<file path="config.mk">
export PLATFORM = sky130hd
export DESIGN_NAME = mb_seq_multiplier
export DESIGN_NICKNAME = d
export VERILOG_FILES = /design/src/rtl/mb_pkg.sv /design/src/rtl/mb_digit_pp.sv /design/src/rtl/mb_seq_multiplier.sv
export SDC_FILE = /design/constraint.sdc
export NUM_CORES = 1
export LEC_CHECK = 0
export ABC_AREA = 0
export ABC_CLOCK_PERIOD_IN_PS = 12000
export CAP_MARGIN = 5
export CORE_UTILIZATION = 40
export CTS_BUF_LIST = sky130_fd_sc_hd__clkbuf_8
export DETAILED_ROUTE_END_ITERATION = 8
export DONT_BUFFER_PORTS = 1
export SYNTH_ARGS = -nofsm -noshare
export SYNTH_HDL_FRONTEND = slang
export SYNTH_HIERARCHICAL = 1
export SYNTH_SLANG_ARGS = --single-unit
</file>
<file path="constraint.sdc">
create_clock -name clk -period 12 [get_ports clk]
set_input_delay 1.2 -clock clk [delete_from_list [all_inputs] [get_ports clk]]
set_output_delay 1.2 -clock clk [all_outputs]
set_load 0.05 [all_outputs]
</file>
<file path="src/rtl/mb_pkg.sv">
// Shared definitions for the sequential radix-4 modified-Booth multiplier.
//   state_e      : controller states (IDLE / RUN / DONE)
//   WIDTH_DEF    : default operand width
//   booth_sel_t  : one-hot magnitude select (one, two) plus negate flag
//   booth_decode : maps a recoding triple q[2:0] to a booth_sel_t
package mb_pkg;

  localparam int WIDTH_DEF = 32;

  typedef enum logic [1:0] {
    ST_IDLE = 2'd0,
    ST_RUN  = 2'd1,
    ST_DONE = 2'd2
  } state_e;

  typedef struct packed {
    logic one;
    logic two;
    logic neg;
  } booth_sel_t;

  // Radix-4 Booth recoding. 000 and 111 are both digit 0; neg is left clear
  // for them so a zero digit never produces a negated (still zero) term.
  function automatic booth_sel_t booth_decode(input logic [2:0] t);
    booth_sel_t s;
    s = '0;
    case (t)
      3'b001, 3'b010: s.one = 1'b1;
      3'b011:         s.two = 1'b1;
      3'b100: begin
        s.two = 1'b1;
        s.neg = 1'b1;
      end
      3'b101, 3'b110: begin
        s.one = 1'b1;
        s.neg = 1'b1;
      end
      default:        s = '0;
    endcase
    return s;
  endfunction

endpackage

</file>
<file path="src/rtl/mb_digit_pp.sv">
// Combinational Booth partial-product generator.
//   triple : current recoding window q[2:0]
//   b      : unsigned multiplicand
//   pp     : signed digit*b, digit in {-2,-1,0,+1,+2}, WIDTH+3 bits wide so
//            that +/-2*b of an unsigned WIDTH-bit value fits without overflow
module mb_digit_pp
  import mb_pkg::*;
#(
  parameter int WIDTH = WIDTH_DEF
) (
  input  logic [2:0]              triple,
  input  logic [WIDTH-1:0]        b,
  output logic signed [WIDTH+2:0] pp
);

  booth_sel_t       sel;
  logic [WIDTH+2:0] mag;

  always_comb begin
    sel = booth_decode(triple);
    mag = '0;
    if (sel.one) begin
      mag = {3'b000, b};
    end else if (sel.two) begin
      mag = {2'b00, b, 1'b0};
    end
    pp = sel.neg ? -$signed(mag) : $signed(mag);
  end

endmodule

</file>
<file path="src/rtl/mb_seq_multiplier.sv">
// Sequential radix-4 modified-Booth multiplier, one Booth digit per cycle.
//   clk, rst_n           : clock, synchronous active-low reset
//   in_valid / in_ready  : operand handshake (a = multiplier, b = multiplicand)
//   out_valid / out_ready: product handshake, product = a*b (2*WIDTH bits)
//   busy                 : high whenever the controller is not idle
// Latency is DIGITS cycles from acceptance to out_valid; the product is held
// stable in DONE until the consumer takes it.
module mb_seq_multiplier
  import mb_pkg::*;
#(
  parameter int WIDTH = WIDTH_DEF
) (
  input  logic                 clk,
  input  logic                 rst_n,
  input  logic                 in_valid,
  output logic                 in_ready,
  input  logic [WIDTH-1:0]     a,
  input  logic [WIDTH-1:0]     b,
  output logic                 out_valid,
  input  logic                 out_ready,
  output logic [2*WIDTH-1:0]   product,
  output logic                 busy
);

  // Unsigned operands need one extra digit so the top digit sees the
  // zero-extended sign bits and is never negative.
  localparam int DIGITS = WIDTH / 2 + 1;
  localparam int CNT_W  = $clog2(DIGITS + 1);
  localparam int PW     = 2 * WIDTH;
  localparam logic [CNT_W-1:0] LAST_DIGIT = CNT_W'(DIGITS - 1);

  state_e              state_q, state_d;
  logic [WIDTH+2:0]    q_q, q_d;
  logic [WIDTH-1:0]    b_q, b_d;
  logic [CNT_W-1:0]    cnt_q, cnt_d;
  logic [PW-1:0]       acc_q, acc_d;
  logic                in_ready_q;

  logic signed [WIDTH+2:0] pp;
  logic [PW-1:0]           pp_ext;
  logic [PW-1:0]           pp_sh;
  logic                    accept;

  mb_digit_pp #(.WIDTH(WIDTH)) u_digit_pp (
    .triple (q_q[2:0]),
    .b      (b_q),
    .pp     (pp)
  );

  // Sign-extend and weight the digit; bits shifted past 2*WIDTH are dropped,
  // which is exact because the true product always fits in 2*WIDTH bits.
  assign pp_ext = {{(PW - WIDTH - 3){pp[WIDTH+2]}}, pp};
  assign pp_sh  = pp_ext << {cnt_q, 1'b0};

  assign accept = in_valid && in_ready_q;

  always_comb begin
    state_d = state_q;
    q_d     = q_q;
    b_d     = b_q;
    cnt_d   = cnt_q;
    acc_d   = acc_q;
    case (state_q)
      ST_IDLE: begin
        if (accept) begin
          q_d     = {2'b00, a, 1'b0};
          b_d     = b;
          acc_d   = '0;
          cnt_d   = '0;
          state_d = ST_RUN;
        end
      end
      ST_RUN: begin
        acc_d = acc_q + pp_sh;
        q_d   = q_q >> 2;
        cnt_d = cnt_q + 1'b1;
        if (cnt_q == LAST_DIGIT) begin
          state_d = ST_DONE;
        end
      end
      ST_DONE: begin
        if (out_ready) begin
          state_d = ST_IDLE;
        end
      end
      default: state_d = ST_IDLE;
    endcase
  end

  // in_ready is registered so it stays low through the reset edge and no
  // input reaches an output combinationally.
  always_ff @(posedge clk) begin
    if (!rst_n) begin
      state_q    <= ST_IDLE;
      cnt_q      <= '0;
      acc_q      <= '0;
      in_ready_q <= 1'b0;
    end else begin
      state_q    <= state_d;
      cnt_q      <= cnt_d;
      acc_q      <= acc_d;
      in_ready_q <= (state_d == ST_IDLE);
    end
  end

  // Operand registers carry data only and need no reset.
  always_ff @(posedge clk) begin
    q_q <= q_d;
    b_q <= b_d;
  end

  assign in_ready  = in_ready_q;
  assign out_valid = (state_q == ST_DONE);
  assign busy      = (state_q != ST_IDLE);
  assign product   = acc_q;

endmodule

</file>
==> flow_metrics.py <==
metrics = {
    "pwr": {
        "switching_share_pct": 44.0,
        "peakVddDrop_mv": 0.0893,
        "p_comb_share_pct": 42.9,
        "p_clk_share_pct": 22.6,
        "seq_power_share_pct": 34.4,
        "switching_power_w": 0.000793,
        "internal_power_w": 0.00101,
        "power.density_nw_per_um2": 135,
        "leakage_nw": 5.23,
    },
    "route": {
        "finalWirelength_um": 40900,
        "drt_iter0_drc": 1648,
        "via_per_inst": 6.15,
        "drc_errors": 0,
        "wl_per_cell_um": 20.7,
        "antenna_left": 0,
        "vias": 12200,
        "drtPass1Iterations": 6,
    },
    "global_route": {
        "grt_pass1_vias": 11000,
        "track_usage_pct": 24.8,
        "overflow": 0,
        "grt_max_degree": 72,
        "antenna_found_initial": 0,
        "grt_pass1_wl_um": 62900,
    },
    "synth": {
        "yosys.area.top_type": "edfxtp_1",
        "synth_seq_cells": 137,
        "async_flop_share_pct": 0,
        "synth_top_cell_area_share_pct": 15.3,
        "synthCells": 1653,
        "synth.distinct_cells": 91,
        "syn_nets": 1788,
        "ys.flop_type": "dfxtp_1",
        "yosysWarningCount": 6,
        "synth_area_leaders": "edfxtp_1 15%, dfxtp_1 11%, nand2_1 7.0%",
        "seq_area_frac_synth_pct": 26.7,
        "syn_area_um2": 12700,
        "avgSynthCellArea_um2": 7.70,
        "synth_edf_count": 65,
    },
    "floorplanning": {
        "row_count": 64,
        "core_um2": 30900,
        "die_w_um": 180,
        "fp.dieH_um": 180,
        "dieArea_um2": 32500,
        "num_io_pins": 135,
        "initial_core_util_pct": 41.2,
    },
    "placed_design": {
        "placed_area_um2": 12900,
        "dp.cells": 1947,
        "port_buffers": 0,
        "gp_congestion": 1.02,
        "dp_hpwl_um": 31300,
    },
    "sta": {
        "finalClockSkew_ns": 0.0256,
        "tightest_slew_ns": 1.15,
        "min_period_ns": 7.81,
        "finalSetupViolCount": 0,
        "finalMaxSlewViolations": 0,
        "hold_viol_final": 0,
        "rsz0062_at_grt": "false",
        "period_share_pct": 65.1,
        "fin_setup_tns_ns": 0,
        "slew_headroom_pct": 22.9,
        "max_freq_mhz": 128,
    },
    "final_layout": {
        "post-route-util_pct": 43.1,
        "final_cell_area_um2": 13300,
        "drive_above_1_share_pct": 7.64,
        "antennaDiodeCount": 0,
        "final_nets": 1705,
        "syn_to_final_growth_pct": 4.58,
        "fin_cells": 1979,
    },
    "worst_setup_path": {
        "r2r_slack_ns": 4.19,
        "cp-endpoint": "product[61]",
        "crit_type": "register to register",
        "crit_start": "q_q[0]",
        "rr_endpoint": "product[61]",
        "cp_max_fo": 48,
        "ff2ff_path_depth": 27,
        "crit_path_end_kind": "register",
        "required_ns": 12.39,
        "reg2reg_from": "q_q[0]",
        "startpoint_type": "register",
        "crit_arrival_ns": 8.20,
    },
    "clocking": {
        "clock-sinks": 137,
        "cts.clk_slew.worst_paths_ns": 0.09,
        "cts_hold_buffers": 0,
        "cts_made_buffers": 17,
        "cts_buffer_depth": 2,
        "htree_num_levels": 4,
        "root_buffer": "clkbuf_8",
        "cts_setup_buffers": 0,
        "clock_latency_ns": 0.51,
        "cts_tree": "done",
        "postCtsResizedCells": 0,
    },
    "min_path": {
        "hold_depth": 2,
        "min_path_type": "register to register",
    },
    "run_status": {
        "status": "complete, no violations",
    },
    "job": {
        "cap_viol_max_count": 0,
    },
}
-- flip-flops by register name, summed over array words and instances (netlist names) --
| name | cells |
|---|---|
| cnt_q | 5 |
| q_q | 33 |
| b_q | 32 |
| state_q | 2 |
| in_ready | 1 |
| product | 64 |
-- worst min-delay path by stage --
stage	startpoint	endpoint	slack, ns
finish	q_q[26]	q_q[24]	0.51
global route	q_q[18]	q_q[16]	0.54
CTS	q_q[6]	q_q[4]	0.52
detailed placement	q_q[27]	q_q[25]	0.49
global placement	q_q[6]	q_q[4]	0.49
floorplan	q_q[12]	q_q[10]	0.48
-- per-stage QoR --
step	setup slack, ns	power, W	hold WS [ns]
5_1_grt	3.72	0.00190	0.541
6_report	4.19	0.00180	0.508
3_5_place_dp	4.38	0.00139	0.492
3_3_place_gp	4.50	0.00139	0.490
2_1_floorplan	5.51	0.00119	0.484
4_1_cts	4.36	0.00180	0.519
-- per-layer routing --
metal | wire length [um] | share of wire, % | GRT usage (%)
met1 | 18500 | 45 | 33.6
met2 | 17700 | 43 | 37.5
met3 | 3340 | 8.2 | 6.10
met4 | 1320 | 3.2 | 9.85
met5 | 0 | 0 | 0
-- power by group through the flow --
stage / clock network (W) / logic [W] / registers, W
after floorplan: 0 / 0.000569 / 0.000616
after global placement: 0 / 0.000759 / 0.000631
after detailed placement: 0 / 0.000754 / 0.000631
after CTS: 0.000422 / 0.000757 / 0.000621
after global routing: 0.000441 / 0.000838 / 0.000625
final: 0.000408 / 0.000774 / 0.000620
-- layout by cell type, fill, tap and decap left out, types with 8 or more instances in the layout --
cell type  count
nand2_1      238
a21oi_1      156
nor2_1       148
o21ai_0      109
dfxtp_1       69
ha_1          66
edfxtp_1      65
xnor2_1       50
nor2b_1       48
a22oi_1       44
inv_1         40
mux2i_1       40
xor2_1        40
a21o_1        30
a31oi_1       24
nand4_1       24
mux2_2        22
and2_1        21
nand3_1       20
nor3_1        20
clkbuf_8      17
buf_4         17
a211oi_1      16
and3_1        13
mux4_2        12
o21bai_1      12
a221oi_1      12
o22ai_1       11
nand2b_1      11
or2_2         10
o21a_1        10
nand3b_1      10
o21ai_1       10
or3_1          8
o22a_1         8
-- cell type report --
| class | count | area [um^2] |
|---|---|---|
| fillers | 3133 | 17600 |
| multi-input cells | 1355 | 8730 |
| flip-flops and latches | 137 | 3400 |
| well taps | 396 | 495 |
| clock buffers | 17 | 234 |
| clock inverters | 15 | 173 |
| inverters | 42 | 158 |
| repair buffers | 17 | 128 |
-- worst max-delay path, cell delays in order, from the launching register on --
cell and delay [ns]:
edfxtp_1 0.33, buf_4 0.40, nand2_1 0.26, o21ai_1 0.94, a22oi_1 0.22, ha_1 0.33
o221a_1 0.14, and2b_1 0.21, nand3_2 0.16, nor3_1 0.08, a21oi_1 0.52, nor2_1 0.17
a21oi_1 0.18, nor2_1 0.05, a21oi_1 0.25, a21oi_1 0.15, and2_1 0.22, o32ai_1 0.32
ha_1 0.30, nand2_1 0.13, or4_4 0.56, or4_1 0.42, a211oi_2 0.29, o31ai_1 0.19
a21oi_2 0.23, nor2_2 0.09, o41ai_2 0.23, mux2_1 0.34
-- logic make-up (layout without fill, tap and decap cells) --
kind of cell / count (synthesis) / in the layout / share of synthesized area, %
and+or+nand+nor: 600 / 600 / 22.1
AOI/OAI and AO/OA: 520 / 520 / 26.0
buffers and inverters: 161 / 91 / 4.90
DFF: 137 / 137 / 26.7
xor gates and xnor gates: 91 / 91 / 6.26
muxes: 77 / 77 / 7.48
adders and majority gates: 67 / 67 / 6.65
-- synth_stat cells, types with 12 or more instances --
master and number:
a211oi_1 16, a21o_1 30, a21oi_1 156, a221oi_1 12, a22oi_1 44, a31oi_1 24, and2_1 21, and3_1 13
buf_1 13, buf_2 12, clkbuf_1 93, dfxtp_1 72, edfxtp_1 65, ha_1 66, inv_1 38, mux2_2 22
mux2i_1 40, mux4_2 12, nand2_1 238, nand3_1 20, nand4_1 24, nor2_1 148, nor2b_1 49, nor3_1 20
o21ai_0 109, o21bai_1 12, xnor2_1 51, xor2_1 40
No activity file was read; power rests on OpenSTA's default activity.
